<file path="src/rtl/gate_truth_table_sequencer.sv">
// Logic-gate exercise controller: debounced keys step operands a,b through all
// four rows of a selectable gate and accumulate its truth-table column on the LEDs.
module gate_truth_table_sequencer #(
  parameter int unsigned STEP_CYCLES     = 25000000,
  parameter int unsigned DEBOUNCE_CYCLES = 1000000
) (
  input  logic       clk,
  input  logic       reset_n,
  input  logic [3:0] key,
  output logic [9:0] led,
  output logic       auto_mode
);

  localparam int unsigned TW = (STEP_CYCLES > 1) ? $clog2(STEP_CYCLES) : 1;
  localparam int unsigned DW = (DEBOUNCE_CYCLES > 1) ? $clog2(DEBOUNCE_CYCLES) : 1;

  typedef enum logic [1:0] {MANUAL, AUTO, HOLD} state_t;

  logic [3:0]    sync1, sync2, deb, press;
  logic [DW-1:0] cnt [4];

  state_t        state, state_n;
  logic [1:0]    row, row_n;
  logic [2:0]    op, op_n;
  logic [3:0]    tbl, tbl_n;
  logic [TW-1:0] timer, timer_n;
  logic          hold, hold_n;
  logic          tc, step, fcur;

  function automatic logic gate_f(input logic [2:0] o, input logic a, input logic b);
    case (o)
      3'd0:    gate_f = a & b;
      3'd1:    gate_f = a | b;
      3'd2:    gate_f = ~a;
      3'd3:    gate_f = a ^ b;
      3'd4:    gate_f = ~(a & b);
      3'd5:    gate_f = ~(a | b);
      3'd6:    gate_f = ~(a ^ b);
      default: gate_f = a & ~b;
    endcase
  endfunction

  // Counter only runs while the synchronised level disagrees with the accepted one
  always_ff @(posedge clk or negedge reset_n) begin
    if (!reset_n) begin
      sync1 <= '1;
      sync2 <= '1;
      deb   <= '1;
      press <= '0;
      for (int unsigned i = 0; i < 4; i++) cnt[i] <= '0;
    end else begin
      sync1 <= key;
      sync2 <= sync1;
      for (int unsigned i = 0; i < 4; i++) begin
        press[i] <= 1'b0;
        if (sync2[i] == deb[i]) begin
          cnt[i] <= '0;
        end else if (cnt[i] == DW'(DEBOUNCE_CYCLES - 1)) begin
          cnt[i]   <= '0;
          deb[i]   <= sync2[i];
          press[i] <= ~sync2[i];
        end else begin
          cnt[i] <= cnt[i] + 1'b1;
        end
      end
    end
  end

  assign tc   = (timer == TW'(STEP_CYCLES - 1));
  assign fcur = gate_f(op, row[1], row[0]);

  always_ff @(posedge clk or negedge reset_n) begin
    if (!reset_n) begin
      state <= MANUAL;
      row   <= '0;
      op    <= '0;
      tbl   <= '0;
      timer <= '0;
      hold  <= 1'b0;
    end else begin
      state <= state_n;
      row   <= row_n;
      op    <= op_n;
      tbl   <= tbl_n;
      timer <= timer_n;
      hold  <= hold_n;
    end
  end

  always_comb begin
    state_n = state;
    row_n   = row;
    op_n    = op;
    tbl_n   = tbl;
    timer_n = timer;
    hold_n  = hold;
    step    = 1'b0;
    if (state != MANUAL) timer_n = tc ? '0 : timer + 1'b1;

    if (press[3]) begin
      row_n   = '0;
      tbl_n   = '0;
      timer_n = '0;
      hold_n  = 1'b0;
      state_n = MANUAL;
    end else if (press[1]) begin
      timer_n = '0;
      hold_n  = 1'b0;
      state_n = (state == MANUAL) ? AUTO : MANUAL;
    end else if (press[2]) begin
      op_n    = op + 1'b1;
      row_n   = '0;
      tbl_n   = '0;
      timer_n = '0;
      hold_n  = 1'b0;
      if (state == HOLD) state_n = AUTO;
    end else begin
      case (state)
        MANUAL: step = press[0];
        AUTO: if (tc) begin
          step = 1'b1;
          if (row == 2'd3) state_n = HOLD;
        end
        HOLD: if (tc) begin
          // second terminal count in HOLD advances to the next gate
          if (hold) begin
            op_n    = op + 1'b1;
            row_n   = '0;
            tbl_n   = '0;
            hold_n  = 1'b0;
            state_n = AUTO;
          end else begin
            hold_n = 1'b1;
          end
        end
        default: state_n = MANUAL;
      endcase
    end

    if (step) begin
      if (row == 2'd0) tbl_n = '0;
      tbl_n[row] = fcur;
      row_n      = row + 1'b1;
    end
  end

  assign led       = {tbl, op, fcur, row[0], row[1]};
  assign auto_mode = (state != MANUAL);

endmodule

</file>
<file path="config.mk">
export PLATFORM = sky130hd
export DESIGN_NAME = gate_truth_table_sequencer
export DESIGN_NICKNAME = d
export VERILOG_FILES = /design/src/rtl/gate_truth_table_sequencer.sv
export SDC_FILE = /design/constraint.sdc
export NUM_CORES = 1
export LEC_CHECK = 0
export ABC_AREA = 1
export BUFFER_PORTS_ARGS = -buffer_cell sky130_fd_sc_hd__buf_2
export CAP_MARGIN = 0
export CELL_PAD_IN_SITES_DETAIL_PLACEMENT = 1
export CELL_PAD_IN_SITES_GLOBAL_PLACEMENT = 2
export CORE_ASPECT_RATIO = 2
export CORE_MARGIN = 2
export CORE_UTILIZATION = 30
export CTS_BUF_LIST = sky130_fd_sc_hd__clkbuf_4 sky130_fd_sc_hd__clkbuf_8
export DETAILED_ROUTE_END_ITERATION = 7
export GPL_TIMING_DRIVEN = 0
export PLACE_DENSITY = 0.76
export SLEW_MARGIN = 20
export SYNTH_ARGS = -nofsm -noshare
export SYNTH_HDL_FRONTEND = slang
export SYNTH_SLANG_ARGS = --single-unit
export TNS_END_PERCENT = 50
</file>
<file path="constraint.sdc">
create_clock -name clk -period 2 [get_ports clk]
set_clock_uncertainty 0.15 [all_clocks]
set_input_delay 0.3 -clock clk [delete_from_list [all_inputs] [get_ports clk]]
set_output_delay 0.3 -clock clk [all_outputs]
set_load 0.1 [all_outputs]
</file>
==> results.yml <==
clock_network:
  clock-sinks: 133
  ctsLongestPathBuffers: 2
  tritoncts: "yes"
  clock_latency_ns: 0.48
  htreeDepth: 4
  cts_root_buf: "clkbuf_8"
  numCtsBuffers: 17
  clk_pin_slew_ns: 0.08
global_route:
  grt_pass1_vias: 6544
  track_usage: 0.159
  grt_start_max_net_pins: 91
  grt_pass1_wl_um: 31700
  antenna_found_initial: 0
  overflow: 0
place:
  post-dp-hpwl_um: 13900
  dpl.cell_count: 1196
  io_buffers: 16
  dpl-instance-area_um2: 7670
  place_ws_ns: -0.438
  gp_congestion: 0.809
setup_path:
  startpoint: "op[0]$_DFFE_PN0P_"
  cp-end-kind: "output port"
  cp_max_fo: 4
  critPathCapture: "led[2]"
  r2r_cells: 8
  crit_type: "flop to output port"
  r2r-end: "cnt[34]$_DFF_PN0_"
  startpoint_type: "flop"
  cp_data_arrival_time_ns: 2.01
  cp.required_ns: 1.55
  reg2reg_from: "cnt[20]$_DFF_PN0_"
  reg2reg_setup_slack_ns: 0.12
die:
  die_w_um: 113
  fp.dieH_um: 222
  dieArea_um2: 25100
  floorplan.initialDensity: 0.306
  ios: 17
  core_area_um2: 23300
  fp-row-count: 79
timing:
  worst_slack_ns: -0.459
  fmax_ghz: 0.407
  relSlewSlack: 0.678
  finalHoldViolCount: 0
  min_period_over_period: 1.23
  rsz0062_at_grt: "true"
  final-setup-viol-count: 1
  fin_tns_setup_ns: -0.459
  period_needed_ns: 2.46
  drv_slew: 0
  tightest_slew_ns: 0.482
final_layout:
  final_area_um2: 8490
  diodes: 0
  final_nets: 976
  post_route_cells_drive_above_1_share: 0.188
  syn_to_final_growth_pct: 19.0
  final_common_cell: "nand2_1"
  final_cell_mix: "nand2_1, nor2_1, inv_1"
  fin_cells: 1252
  final.fill_count: 2831
synth:
  seq_area_frac_synth: 0.468
  synth_cell_type_count: 39
  yosys.area.top_type: "dfrtp_1"
  synth_top_area_frac: 0.424
  syn_area_um2: 7140
  syn_area_per_cell_um2: 7.97
  yosys_register_bits: 133
  synthCells: 896
  synth.net_count: 916
  synth_area_leaders: "dfrtp_1, nand2_1, inv_1, nor2_1, dfstp_2"
  ys_warn_count: 0
detailed_routing:
  vias_per_cell: 4.88
  wl_per_cell_um: 14.9
  drt-initial-drc-count: 111
  final_antenna_net_count: 0
  drc: 0
  drtPass1Iterations: 4
  vias: 6109
  routed_wl_um: 18700
run_status:
  status: "complete, but fails checks"
  violations: "negative setup slack"
hold_path:
  hold_path.class: "input pin to asynchronous set/reset pin"
power:
  powerDensity_nw_per_um2: 613
  ir_drop_v: 0.000351
  p_leak_nw: 3.81
run:
  maxCapViolCount: 0
cell families after synthesis:
kind of cell	count (synthesis)	synth area share
and+or+nand+nor	482	0.316
buffers and inverters	141	0.0764
AOI/OAI and AO/OA	91	0.0717
DFF	133	0.468
xor gates and xnor gates	35	0.0429
adders and majority gates	14	0.0245
layout make-up:
class	count	area, um2	area share
repair inverters	1	7.51	0.000884
repair buffers	41	334	0.0393
inverters	137	531	0.0625
clock buffers	19	255	0.0301
flip-flops and latches	133	3360	0.396
multi-input cells	622	3480	0.409
well taps	283	354	0.0417
plain buffers	3	37.5	0.00442
clock inverters	13	134	0.0158
power by group:
group          switching (W)  internal (W)  total (W)
registers          0.0000202       0.00272    0.00274
clock network        0.00114       0.00114    0.00228
logic               0.000120     0.0000601   0.000181
total                0.00128       0.00393    0.00521
routing by layer:
layer  vias up  GRT usage  wire (um)
met5         -          0          0
li1       3006          -          -
met4         0     0.0716        482
met2        48      0.314      11000
met1      3026      0.154       6860
met3        29     0.0309        337
metrics by stage:
stage,total power (W),util,hold WS (ns)
floorplan,0.00285,-,-0.146
global placement,0.00294,0.327,0.197
detailed placement,0.00295,0.329,0.0802
CTS,0.00530,0.355,0.143
global route,0.00544,0.364,0.171
finish,0.00521,0.364,0.162
state kept, by name, summed over array words and instances (netlist names), 3 cells and up:
signal and count:
cnt 80, sync2 4, deb 4, press 4
op 3, sync1 4, tbl 4, timer 25
critical path, stage by stage (launching register included):
cell and delay, ns:
dfrtp_4 0.54, inv_6 0.10, ha_4 0.15, nand2_2 0.05, o211ai_1 0.22, nor3_2 0.08, nor2_2 0.18, buf_12 0.20
what timing repair did:
action                                  4_1_cts  5_1_grt
hold endpoints to repair                     50        0
resized for setup                            30       38
endpoints found under the setup margin       50       65
buffers inserted                              6       13
hold buffers                                  5        0
cloned                                        1        0
pin swaps                                     6       15
Yosys cell counts (all sizes together):
| cell type | instances |
|---|---|
| a211oi | 5 |
| a21oi | 43 |
| a31oi | 1 |
| and3 | 5 |
| buf | 4 |
| dfrtp | 121 |
| dfstp | 12 |
| ha | 14 |
| inv | 137 |
| nand2 | 173 |
| nand3 | 67 |
| nand3b | 5 |
| nand4 | 23 |
| nor2 | 148 |
| nor3 | 47 |
| nor3b | 6 |
| nor4 | 6 |
| o211ai | 2 |
| o21a | 4 |
| o21ai | 32 |
| o21bai | 3 |
| o22ai | 1 |
| or2 | 2 |
| xnor2 | 6 |
| xor2 | 29 |
worst min path at each step:
stage / startpoint / end / slack (ns) / cells past startpoint
3_5_place_dp: reset_n / cnt[70]$_DFF_PN0_ / 0.08 / 1
2_1_floorplan: reset_n / cnt[0]$_DFF_PN0_ / -0.15 / 0
5_1_grt: reset_n / cnt[70]$_DFF_PN0_ / 0.17 / 2
3_3_place_gp: sync1[3]$_DFF_PN1_ / sync2[3]$_DFF_PN1_ / 0.20 / 0
4_1_cts: reset_n / cnt[70]$_DFF_PN0_ / 0.14 / 2
6_report: reset_n / cnt[70]$_DFF_PN0_ / 0.16 / 2
Power figures use the tool's default switching activity.
